--- config.mk ---
export PLATFORM = sky130hd
export DESIGN_NAME = param_updown_counter_flat
export DESIGN_NICKNAME = d
export VERILOG_FILES = /design/src/rtl/param_updown_counter_if.sv /design/src/rtl/param_updown_counter.sv /design/src/flat_wrapper.sv
export SDC_FILE = /design/constraint.sdc
export NUM_CORES = 1
export LEC_CHECK = 0
export ABC_AREA = 1
export BUFFER_PORTS_ARGS = -buffer_cell sky130_fd_sc_hd__buf_2
export CAP_MARGIN = 20
export CORE_UTILIZATION = 45
export CTS_CLUSTER_SIZE = 28
export DETAILED_ROUTE_END_ITERATION = 8
export PLACE_DENSITY = 0.67
export SYNTH_ARGS = -nofsm -noshare
export SYNTH_HDL_FRONTEND = slang
export SYNTH_SLANG_ARGS = --single-unit
--- constraint.sdc ---
create_clock -name clk -period 5.1 [get_ports clk]
set_input_delay 0.255 -clock clk [delete_from_list [all_inputs] [get_ports clk]]
set_output_delay 0.255 -clock clk [all_outputs]
set_load 0.05 [all_outputs]
--- src/rtl/param_updown_counter_if.sv ---
`default_nettype none
// +--------------------------------------------------------------------+
// | param_updown_counter_if: control/status bundle for the counter.     |
// | Rev 1.0                                                             |
// +--------------------------------------------------------------------+
interface param_updown_counter_if #(
  parameter int unsigned WIDTH = 8
);
  logic             clr;
  logic             ld;
  logic [WIDTH-1:0] ld_data;
  logic             en;
  logic             dir;
  logic [1:0]       mode;
  logic [WIDTH-1:0] Q;
  logic             tc;
  logic             tc_pulse;
  logic             halted;

  modport master (
    output clr, ld, ld_data, en, dir, mode,
    input  Q, tc, tc_pulse, halted
  );

  modport slave (
    input  clr, ld, ld_data, en, dir, mode,
    output Q, tc, tc_pulse, halted
  );
endinterface
`default_nettype wire

--- src/rtl/param_updown_counter.sv ---
`default_nettype none
// +--------------------------------------------------------------------+
// | param_updown_counter: loadable up/down counter with wrap, saturate, |
// | one-shot and auto-reload terminal behaviour.  Rev 1.0               |
// +--------------------------------------------------------------------+
module param_updown_counter #(
  parameter int unsigned      WIDTH     = 8,
  parameter logic [WIDTH-1:0] RESET_VAL = '0
) (
  input  logic                 clk,
  input  logic                 rst_n,
  param_updown_counter_if.slave bus
);

  localparam logic [1:0] c_mode_wrap   = 2'b00;
  localparam logic [1:0] c_mode_sat    = 2'b01;
  localparam logic [1:0] c_mode_oneshot = 2'b10;
  localparam logic [1:0] c_mode_reload = 2'b11;

  localparam logic [0:0] c_st_run  = 1'b0;
  localparam logic [0:0] c_st_halt = 1'b1;

  localparam logic [WIDTH-1:0] c_all_ones = {WIDTH{1'b1}};
  localparam logic [WIDTH-1:0] c_zero     = {WIDTH{1'b0}};
  localparam logic [WIDTH-1:0] c_one      = {{(WIDTH-1){1'b0}}, 1'b1};

  logic [WIDTH-1:0] r_q;
  logic [WIDTH-1:0] r_reload;
  logic             r_tc_pulse;
  logic [0:0]       r_state;

  logic [WIDTH-1:0] w_q_nxt;
  logic [WIDTH-1:0] w_reload_nxt;
  logic             w_pulse_nxt;
  logic [0:0]       w_state_nxt;
  logic [WIDTH-1:0] w_terminal;
  logic             w_tc;
  logic             w_step;
  logic             w_moved;

  assign w_terminal = bus.dir ? c_all_ones : c_zero;
  assign w_tc       = (r_q == w_terminal);
  assign w_step     = bus.en && (r_state == c_st_run);

  always_comb begin
    w_q_nxt      = r_q;
    w_reload_nxt = r_reload;
    w_state_nxt  = r_state;
    w_pulse_nxt  = 1'b0;
    w_moved      = 1'b0;
    if (bus.clr) begin
      w_q_nxt     = c_zero;
      w_state_nxt = c_st_run;
    end else if (bus.ld) begin
      w_q_nxt      = bus.ld_data;
      w_reload_nxt = bus.ld_data;
      w_state_nxt  = c_st_run;
    end else if (w_step) begin
      if (!w_tc) begin
        w_q_nxt = bus.dir ? (r_q + c_one) : (r_q - c_one);
        w_moved = 1'b1;
      end else begin
        case (bus.mode)
          c_mode_wrap: begin
            w_q_nxt = bus.dir ? c_zero : c_all_ones;
            w_moved = 1'b1;
          end
          c_mode_sat: begin
            w_q_nxt = r_q;
          end
          c_mode_oneshot: begin
            w_state_nxt = c_st_halt;
          end
          c_mode_reload: begin
            w_q_nxt = r_reload;
            w_moved = 1'b1;
          end
          default: begin
            w_q_nxt = r_q;
          end
        endcase
      end
      // Holding at terminal (saturate/one-shot) must not re-pulse.
      w_pulse_nxt = w_moved && (w_q_nxt == w_terminal);
    end
  end

  always_ff @(posedge clk or negedge rst_n) begin
    if (!rst_n) begin
      r_q        <= RESET_VAL;
      r_reload   <= RESET_VAL;
      r_tc_pulse <= 1'b0;
      r_state    <= c_st_run;
    end else begin
      r_q        <= w_q_nxt;
      r_reload   <= w_reload_nxt;
      r_tc_pulse <= w_pulse_nxt;
      r_state    <= w_state_nxt;
    end
  end

  assign bus.Q        = r_q;
  assign bus.tc       = w_tc;
  assign bus.tc_pulse = r_tc_pulse;
  assign bus.halted   = (r_state == c_st_halt);

endmodule
`default_nettype wire

--- src/flat_wrapper.sv ---
// flat-port wrapper written by rule: the top's interface ports become plain ports
module param_updown_counter_flat 
#(
  parameter int unsigned      WIDTH     = 8,
  parameter logic [WIDTH-1:0] RESET_VAL = '0
)
  (clk, rst_n, bus_clr, bus_ld, bus_ld_data, bus_en, bus_dir, bus_mode, bus_Q, bus_tc, bus_tc_pulse, bus_halted);
  param_updown_counter_if #(.WIDTH(WIDTH)) bus_i ();
  input  logic clk;
  input  logic rst_n;
  input wire logic [$bits(bus_i.clr)-1:0] bus_clr;
  input wire logic [$bits(bus_i.ld)-1:0] bus_ld;
  input wire logic [$bits(bus_i.ld_data)-1:0] bus_ld_data;
  input wire logic [$bits(bus_i.en)-1:0] bus_en;
  input wire logic [$bits(bus_i.dir)-1:0] bus_dir;
  input wire logic [$bits(bus_i.mode)-1:0] bus_mode;
  output wire logic [$bits(bus_i.Q)-1:0] bus_Q;
  output wire logic [$bits(bus_i.tc)-1:0] bus_tc;
  output wire logic [$bits(bus_i.tc_pulse)-1:0] bus_tc_pulse;
  output wire logic [$bits(bus_i.halted)-1:0] bus_halted;
  assign bus_i.clr = bus_clr;
  assign bus_i.ld = bus_ld;
  assign bus_i.ld_data = bus_ld_data;
  assign bus_i.en = bus_en;
  assign bus_i.dir = bus_dir;
  assign bus_i.mode = bus_mode;
  assign bus_Q = bus_i.Q;
  assign bus_tc = bus_i.tc;
  assign bus_tc_pulse = bus_i.tc_pulse;
  assign bus_halted = bus_i.halted;
  param_updown_counter #(.WIDTH(WIDTH), .RESET_VAL(RESET_VAL)) u_core (.clk(clk), .rst_n(rst_n), .bus(bus_i));
endmodule
==> metrics.txt, run 1 <==
WP data arrival 1.92 ns; Longest Clk Path Bufs 2; post-DR vias/cell 4.861; FMAX 459.7 MHz; CP required 4.85 ns; Util after Layout 0.5536; Final nets 294; critical path endpoint category output port; Slew HR 0.6775; crit-path max FO 10; Area Growth Syn to Fin 13.69%; Syn Inst Count 238; fin crit share 0.4265; Lkg Pwr 0.001021 µW; register area share after synthesis 0.2934; clk root buf clkbuf_4; Setup Fix Bufs, Post-CTS 0; Die Y 60.41 µm; die width 60.41 µm; number of library cell types mapped by synthesis 29; H-tree level count 1; Num CTS Buffers 3; total grt overflow 0; Post-Place Cells 306; EDFF count, synth 0; ANT cells 0; largest net degree at the start of global routing 19; Final setup viols 0; port bufs 26; Wirelength per Cell 11.45 µm; Final Hold Slack 0.1813 ns; final hold vios 0; I/O Pins 27; Worst Hold Class in2reg; die area 3649 µm²; CTS sink count 18; Total GRT Usage 0.2235; Synth warnings 0; Max IR drop VDD 129.0 µV; clk slew on worst S/H paths 0.10 ns; number of routed nets with antenna violations 0; Startpoint Class flop; register area 450.4 µm²; # DRC 0; post-layout minimum cycle time 2.175 ns; fillers 346; CP Class reg2out; gp weighted congestion 0.9425; initial antenna violation count 0; skew final 0.001167 ns; Slew Limit Fails 0; Synth Cell Area 1535 µm²; Core Rows 20; number of synthesized register bits 18; Synth Flop Type dfrtp_1; Via Count 1507; multi-input logic area 960.9 µm²; pre-CTS setup slack 3.010 ns; Core Area 3153 µm²; post-synthesis area per instance 6.451 µm²; Final Worst Setup Slack 2.925 ns; CTS tree done; Detailed Route WL 3.548 mm; RSZ-0062 raised after global routing false; status complete, no violations; first-pass GRT wire length 6.044 mm; dpl hpwl 2.918 mm; PwrDens 272.1 nW/µm²; number of detailed-route iterations in the first pass 4; drt first-iter violations 100; worst-margin pin slew 0.4819 ns; fin cells 310; vias in the first global route 1316; setup TNS 0 ns; Initial Utilization 0.4869; share of cells above drive strength 1 0.1805; ys async rst share 1.000; max-cap check violation count 0; syn nets 264; clk_lat worst skew 0.29 ns
cells in the final DEF, fill, tap and decap left out:
cell and instances:
nand3_2 1, nor2_8 1, o21ai_0 5, a21oi_1 8, nand4_1 1, nand2_1 90, xnor2_1 1, ha_1 9
inv_1 26, a31oi_1 7, clkinv_1 2, o21ai_1 3, buf_2 26, o22a_1 1, nand3b_1 2, nand3_1 20
fa_1 1, a21o_1 1, o211ai_1 1, o21bai_1 1, nor2_4 1, nand2_4 1, a21oi_2 1, or2_2 2
dfrtp_1 18, nor2_1 20, nand2_2 5, dlygate4sd3_1 1, inv_2 3, nor2_2 4, clkbuf_4 3
cells in the mapped netlist, types with 3 or more instances:
master	instances	area share
o21ai_0	5	0.016
nand2_2	5	0.020
nand3_1	20	0.065
nor2_2	4	0.016
dfrtp_1	18	0.29
o21ai_1	3	0.0098
nor2_1	20	0.049
nand2_1	90	0.22
inv_1	26	0.064
a31oi_1	7	0.029
ha_1	9	0.073
inv_2	3	0.0073
a21oi_1	8	0.026
metrics by stage:
stage	cell area (µm²)	total power (µW)
final	1745	474.9
after global routing	1745	519.0
after CTS	1745	478.7
after detailed placement	1713	407.6
after global placement	1713	407.8
after floorplan	1535	351.0
worst max-delay path, cell delays in order (launching register included):
cell     delay [ns]
dfrtp_1        0.44
ha_1           0.39
nand2_1        0.10
nor2_2         0.12
nand2_2        0.11
nor2_8         0.16
buf_2          0.29
layer usage:
layer	global-route usage	up-vias	share of wire
met1	0.3204	664	0.52
li1	-	817	-
met5	0	-	0
met3	0.01919	4	0.021
met4	0.07468	0	0.0073
met2	0.3564	22	0.45
logic make-up after synthesis:
group                    Yosys count  share of synthesized area
adder cells (fa/ha/maj)           10                    0.08639
XOR/XNOR                           1                   0.005706
buffers and inverters             33                    0.08069
flip-flops                        18                     0.2934
AO/OA/AOI/OAI                     28                     0.1068
AND/OR/NAND/NOR                  148                     0.4271
registers in the layout, summed over array words and instances, names as in the netlist:
signal,cells
u_core.bus.halted,1
u_core.bus.Q,8
u_core.bus.tc_pulse,1
u_core.r_reload,8
path summary, 6_finish.rpt:
path | startpoint | end | slack (ns) | cells past startpoint
worst min-delay path | bus_ld_data[2] | u_core.r_reload[2] | 0.18 | 3
worst min register to register | u_core.r_reload[4] | u_core.r_reload[4] | 0.48 | 2
max in group asynchronous | rst_n | u_core.bus.Q[5] | 4.42 | 2
worst max register to register | u_core.bus.Q[0] | u_core.bus.tc_pulse | 3.09 | 13
worst max-delay path | u_core.bus.Q[2] | bus_tc | 2.92 | 6
min in group asynchronous | rst_n | u_core.r_reload[1] | 0.41 | 2
where the power goes:
part | leakage, µW | total (µW) | internal [µW] | switching, µW
combinational | 0.000779 | 228 | 74.3 | 154
clock | 0.0000138 | 69.7 | 27.5 | 42.2
sequential | 0.000228 | 177 | 159 | 17.9
total | 0.00102 | 475 | 261 | 214
layout make-up:
class,instances,area share
clock buffer,3,0.01290
inverter,31,0.06667
multi-input combinational,187,0.5505
sequential,18,0.2581
timing repair buffer,27,0.08029
tap,44,0.03154
timing repair:
| item | 4_1_cts | 5_1_grt |
|---|---|---|
| endpoints found under the hold margin | 18 | 0 |
| hold buffers | 1 | 0 |
| resized for setup | 0 | 0 |
No activity file was read; power rests on OpenSTA's default activity.
==> run 2: changes to the inputs <==
ABC_AREA = 0   (was 1)
PLACE_DENSITY = 0.7   (was 0.67)
clock period = 2 ns   (was 5.1 ns; I/O delays follow)
==> run 2 against run 1 <==
  * The flow now finishes with violations (setup timing)
  * Via count increased by 14%
  * Hold slack lost 0.15 ns
  * Clock power grew to 3.4 times the previous value
  * Non-clock buffer count rose by 47
  * Global-route usage grew 5.1 points
  * Register-to-register slack worse by 3.5 ns
  * Cell area increased by 33%
  * Critical path type is now reg2reg
  * Highest routed layer unchanged
==> metrics.txt, run 2 <==
r2r startpoint u_core.bus.Q[5]; total grt overflow 0 (unchanged); Slew Limit Fails 0 (unchanged); Startpoint Class flop; Via Count 1722 (+14%); drt first-iter violations 104 (+4.0%); Worst setup startpoint u_core.bus.Q[5]; clk_lat worst skew 0.30 ns (about the same); post-DR vias/cell 5.918 (+22%); ANT cells 0 (unchanged); CP required 2.23 ns (-2.62 ns); Die Y 60.89 µm (+0.79%); clk slew on worst S/H paths 0.11 ns (about the same); Core Area 3337 µm² (+5.8%); largest family of logic cells by synthesized area compound AO/OA/AOI/OAI gates; share of cells above drive strength 1 0.5633 (+0.3828); count leader, synth nand2_1; final instance area 2327 µm² (+33%); area share of the largest cell type after synthesis 0.2887 (-0.004706); PwrDens 565.1 nW/µm² (+110%); Synth Area in Adders 0.08500 (-0.001386); WP data arrival 2.63 ns (+0.71 ns); final hold vios 0 (unchanged); RSZ-0062 raised after global routing true; Synth Area in Compound Gates 0.2334 (+0.1266); Post-synth top cells 21 x nand2_1, 18 x dfrtp_1, 15 x a21oi_1; status finished with violations; dpl hpwl 3.374 mm (+16%); max-cap check violation count 0 (unchanged); H-tree level count 1 (unchanged); worst r2r path cells 8 (-5); Placement Cell Area 1999 µm² (+17%); Wirelength per Cell 18.08 µm (+58%); R2R Setup Slk -0.39 ns (-3.48 ns); Critical Path Sink u_core.bus.tc_pulse; worst-margin pin slew 0.5734 ns (+0.09149 ns); port bufs 26 (unchanged); ys async rst share 1.000 (unchanged); post-layout minimum cycle time 2.394 ns; post-synth top area cell dfrtp_1; Synth Flop Type dfrtp_1; R2R Path End u_core.bus.tc_pulse; number of detailed-route iterations in the first pass 5 (+1); CTS tree done; Total Power 1315 µW (+180%); Final setup viols 10 (+10); Synth Cell Area 1560 µm² (+1.6%); register area share after synthesis 0.2887 (-0.004706); largest cells by area after synthesis dfrtp_1 29%, ha_1 7.2%, nand2_1 5.1%, a21oi_1 4.8%, mux2_2 3.6%; vias in the first global route 1583 (+20%); commonest non-fill, non-tap cell in the layout buf_4; Core Rows 21 (+5.0%); gp weighted congestion 0.9157 (-2.8%); most frequent cells in the layout 39 x buf_4, 25 x buf_2, 14 x nand2_1, 11 x a21oi_1, 11 x dfrtp_1; critical path endpoint category flop; Area Growth Syn to Fin 49.16%; I/O Pins 27 (unchanged); failing checks setup timing; Max IR drop VDD 356.3 µV (+180%); Post-Synth XOR/XNOR Area 0.02245 (+0.01675); # DRC 0 (unchanged); Initial Utilization 0.4676 (-0.01934); EDFF count, synth 0 (unchanged); die width 60.89 µm (+0.79%); CP Class reg2reg; fillers 248 (-28%); initial antenna violation count 0 (unchanged); post-synthesis area per instance 8.668 µm² (+34%); Final Worst Setup Slack -0.3935 ns (-3.318 ns); largest net degree at the start of global routing 21 (+2); Post-Synth Simple-Gate Area 0.2221 (-0.2049); number of library cell types mapped by synthesis 54 (+86%); Total GRT Usage 0.2744 (+0.05092); Longest Clk Path Bufs 2 (unchanged); die area 3707 µm² (+1.6%); first-pass GRT wire length 7.431 mm (+23%); Slew HR 0.6169 (-0.06059); Lkg Pwr 0.001038 µW (+1.7%); CTS sink count 18 (unchanged); Num CTS Buffers 3 (unchanged); syn nets 206 (-22%); Worst Hold Class in2reg; mux share of post-synthesis cell area 0.04250 (+0.04250); Synth warnings 0 (unchanged); fin crit share 1.197; Syn Inst Count 180 (-24%); skew final 0.004519 ns (+0.003352 ns); number of routed nets with antenna violations 0 (unchanged); FMAX 417.8 MHz; clk root buf clkbuf_4; Final nets 272 (-7.5%); Detailed Route WL 5.262 mm (+48%); crit-path max FO 3 (-7); number of synthesized register bits 18 (unchanged)
-- run 2: worst min-delay path by stage --
stage	depth (start not counted)	from	slack (ns)	to
2_1_floorplan	0	rst_n	-0.20	u_core.bus.Q[0]
3_3_place_gp	1	rst_n	0.06	u_core.bus.tc_pulse
3_5_place_dp	1	rst_n	0.06	u_core.bus.tc_pulse
4_1_cts	3	bus_ld_data[2]	0.03	u_core.bus.Q[2]
5_1_grt	2	bus_ld_data[4]	0.04	u_core.r_reload[4]
6_report	2	bus_ld_data[2]	0.03	u_core.r_reload[2]
-- run 2: stage by stage --
stage          hold WS (ns)    util  worst slack (ns)  cells  TNS [ns]
3_3_place_gp        0.05516  0.5992           -0.3085    275    -1.125
3_5_place_dp        0.05562  0.5992           -0.3699    275    -1.385
4_1_cts             0.03251  0.6524           -0.2652    283   -0.8197
2_1_floorplan       -0.1956       -           -0.4722    180    -1.393
5_1_grt             0.03706  0.6974           -0.4518    291    -3.103
6_report            0.03029  0.6974           -0.3935    291    -2.348
-- run 2: cell type report --
class	count	area (µm²)	area share
multi-input combinational	138	1195	0.5134
timing repair buffer	74	533.0	0.2290
sequential	18	459.2	0.1973
tap	46	57.56	0.02473
inverter	11	46.29	0.01989
clock buffer	4	36.28	0.01559
-- run 2: per-layer routing --
metal	global-route usage	routed length, µm
met3	0.03625	350
met4	0.1169	205
met5	0	0
met1	0.3469	1985
met2	0.4694	2721
-- run 2: critical path: stages, from the launching register on --
cell       delay, ns
dfrtp_2         0.46
ha_4            0.26
nand4_1         0.12
a211o_1         0.21
clkinv_4        0.09
a2111oi_4       0.38
or3b_4          0.42
a211o_1         0.29
o22ai_2         0.08
-- run 2: cells by family after synthesis --
group,count (synthesis)
AND/OR/NAND/NOR,66
AO/OA/AOI/OAI,52
buffers and inverters,24
flip-flops,18
adder cells (fa/ha/maj),10
multiplexers,6
XOR/XNOR,4
-- run 2: timing repair --
action,CTS,global route
hold buffers,1,0
buffers inserted,3,8
endpoints found under the hold margin,18,0
endpoints found under the setup margin,8,10
pin swaps,10,14
cloned,0,0
gates resized for setup,22,19
-- run 2: where the power goes --
| part | leakage (µW) | internal (µW) | switching [µW] |
|---|---|---|---|
| sequential | 0.000218 | 401 | 28.3 |
| combinational | 0.000799 | 302 | 349 |
| clock | 0.0000210 | 111 | 123 |
==> run 3: changes to the inputs <==
BUFFER_PORTS_ARGS = -buffer_cell sky130_fd_sc_hd__clkbuf_2   (was -buffer_cell sky130_fd_sc_hd__buf_2)
==> run 3 against run 2 <==
  * Cell count is 0.69% higher
  * Hold slack worse by 0.020 ns
  * Combinational power is 5.1% higher
  * Register-to-register slack better by 0.06 ns
  * Clock-buffer cell count stayed put
  * Via count is 2.5% higher
  * Critical path depth is 1 higher
  * Clock skew hardly changed
  * Global-route usage is 3.3 points higher
  * Routed wire length is 5.2% higher
  * Sequential share of layout area is 0.68 points lower
  * The run ends with DRC, setup timing left
  * Critical endpoint unchanged
==> metrics.txt, run 3 (synthesis gave the netlist of run 2 again) <==
crit-path max FO 4 (+1); Area Growth Syn to Fin 54.45%; Seq pwr share 0.315 (-0.012); WP data arrival 2.59 ns (-0.04 ns); port bufs 26 (unchanged); fin crit share 1.168 (-0.02838); I/O Pins 27 (unchanged); status finished with violations; H-tree level count 1 (unchanged); Int Power 830.8 µW (+2.0%); number of detailed-route iterations in the first pass 7 (+2); Crit path buffers/inverters 2 (+1); setup TNS -1.715 ns (+0.6328 ns); share of cells above drive strength 1 0.5789 (+0.01568); CP Class reg2reg; commonest non-fill, non-tap cell in the layout buf_4; Post-Place Cells 276 (+0.36%); r2r startpoint u_core.bus.Q[2]; Num CTS Buffers 3 (unchanged); Worst Hold Class in2reg; Core Rows 21 (unchanged); Final setup viols 10 (unchanged); initial antenna violation count 0 (unchanged); total grt overflow 0 (unchanged); PwrDens 565.2 nW/µm² (about the same); Cell Chain, Critical Path ha_4, nand4_1, a211o_1, clkinv_4, buf_6, nand2_4, or4_4, a211o_1, o22ai_2; critical path endpoint category flop; final hold vios 0 (unchanged); Longest Clk Path Bufs 2 (unchanged); most frequent cells in the layout 37 x buf_4, 25 x clkbuf_2, 15 x nand2_1, 12 x buf_6, 11 x dfrtp_1; post-layout minimum cycle time 2.337 ns (-0.05675 ns); RSZ-0062 raised after global routing true; ANT cells 0 (unchanged); clk_lat worst skew 0.32 ns (+0.02 ns); Final Hold Slack 0.01025 ns (-0.02003 ns); Total GRT Usage 0.3072 (+0.03286); Lkg Pwr 0.001060 µW (+2.1%); CP max-delay cell dfrtp_2; gp weighted congestion 0.9208 (+0.56%); Slew HR 0.5895 (-0.02741); failing checks DRC, setup timing; Startpoint Class flop; CP most frequent cell a211o_1; first-pass GRT wire length 8.079 mm (+8.7%); clk slew on worst S/H paths 0.12 ns (about the same); max-cap check violation count 0 (unchanged); worst-margin pin slew 0.6145 ns (+0.04103 ns); Detailed Route WL 5.533 mm (+5.2%); die area 3707 µm² (unchanged); CTS tree done; clk root buf clkbuf_4; CP delay by family, top compound AO/OA/AOI/OAI gates; Final Worst Setup Slack -0.3368 ns (+0.05675 ns); number of routed nets with antenna violations 0 (unchanged); Initial Utilization 0.4676 (unchanged); CTS sink count 18 (unchanged); Util after Layout 0.7222 (+0.02475); Via Count 1765 (+2.5%); largest net degree at the start of global routing 19 (-9.5%); fillers 245 (-1.2%); die width 60.89 µm (unchanged); Core Area 3337 µm² (unchanged); switching power 531.2 µW (+6.2%); Worst setup startpoint u_core.bus.Q[2]; Sw Share 0.3900 (+0.009531); CP peak stage delay 0.45 ns (about the same); Max IR drop VDD 416.4 µV (+17%); power share of the clock group 0.183 (+0.005); dpl hpwl 3.472 mm (+2.9%); Total Power 1362 µW (+3.6%); fin cells 293 (+0.69%); # DRC 2 (+2); vias in the first global route 1685 (+6.4%); skew final 0.004699 ns (+0.0001802 ns); Gate power share 0.502 (+0.007); CP required 2.26 ns (+0.03 ns); post-DR vias/cell 6.024 (+1.8%); FMAX 427.9 MHz (+2.4%); HP Start bus_ld_data[4]; Wirelength per Cell 18.88 µm (+4.4%); Die Y 60.89 µm (unchanged); Final nets 274 (+0.74%); drt first-iter violations 165 (+59%); Slew Limit Fails 0 (unchanged)
-- run 3: cell count changes in the layout (fill, tap and decap cells not counted), moves of 2 or more --
cell | before | now
buf_2 | 25 | 0
buf_4 | 39 | 37
buf_6 | 8 | 12
clkbuf_2 | 0 | 25
nand2_2 | 7 | 5
-- run 3: worst register-to-register path: stages (launching register included) --
cell,delay [ns]
dfrtp_2,0.45
ha_4,0.29
nand4_1,0.10
a211o_1,0.34
clkinv_4,0.08
buf_6,0.12
nand2_4,0.06
or4_4,0.45
a211o_1,0.29
o22ai_2,0.10
-- run 3: area by class of cell --
cell class | instances | area, µm² | area share
flip-flops and latches | 18 | 459.2 | 0.1906
inverters | 11 | 46.29 | 0.01921
repair buffers | 76 | 573.1 | 0.2378
well taps | 46 | 57.56 | 0.02388
multi-input cells | 138 | 1237 | 0.5135
clock buffers | 4 | 36.28 | 0.01506
-- run 3: power by group through the flow --
stage               combinational, µW  sequential [µW]  clock [µW]
finish                            684              428         249
global route                      722              431         259
CTS                               627              427         252
detailed placement                541              431           0
global placement                  529              429           0
floorplan                         313              476           0
-- run 3: stage by stage --
step	area (µm²)	setup slack, ns
floorplan	1680	-0.4722
global placement	2007	-0.2739
detailed placement	2007	-0.3565
CTS	2335	-0.2145
global route	2410	-0.3700
finish	2410	-0.3368
-- run 3: path summary, 6_finish.rpt --
path / cells past startpoint / endpoint / slack [ns]
setup / recovery: 9 / u_core.bus.tc_pulse / -0.34
hold / removal: 3 / u_core.bus.Q[4] / 0.01
setup reg to reg: 9 / u_core.bus.tc_pulse / -0.34
hold reg to reg: 1 / u_core.r_reload[2] / 0.51
max in group asynchronous: 2 / u_core.bus.Q[4] / 1.41
min in group asynchronous: 2 / u_core.bus.tc_pulse / 0.25
-- run 3: layer usage --
metal	up-vias	global-route usage	routed length, µm
li1	788	-	-
met2	89	0.5463	2863
met1	860	0.3564	2101
met3	28	0.05757	346
met5	-	0	0
met4	0	0.1429	221
-- run 3: repair_timing --
item                                   CTS  global route
gates resized for setup                 39            13
endpoints found under the hold margin   18             0
buffers inserted                         9             4
hold buffers                             1             0
setup endpoints to repair                8            10
pin swaps                               20            15
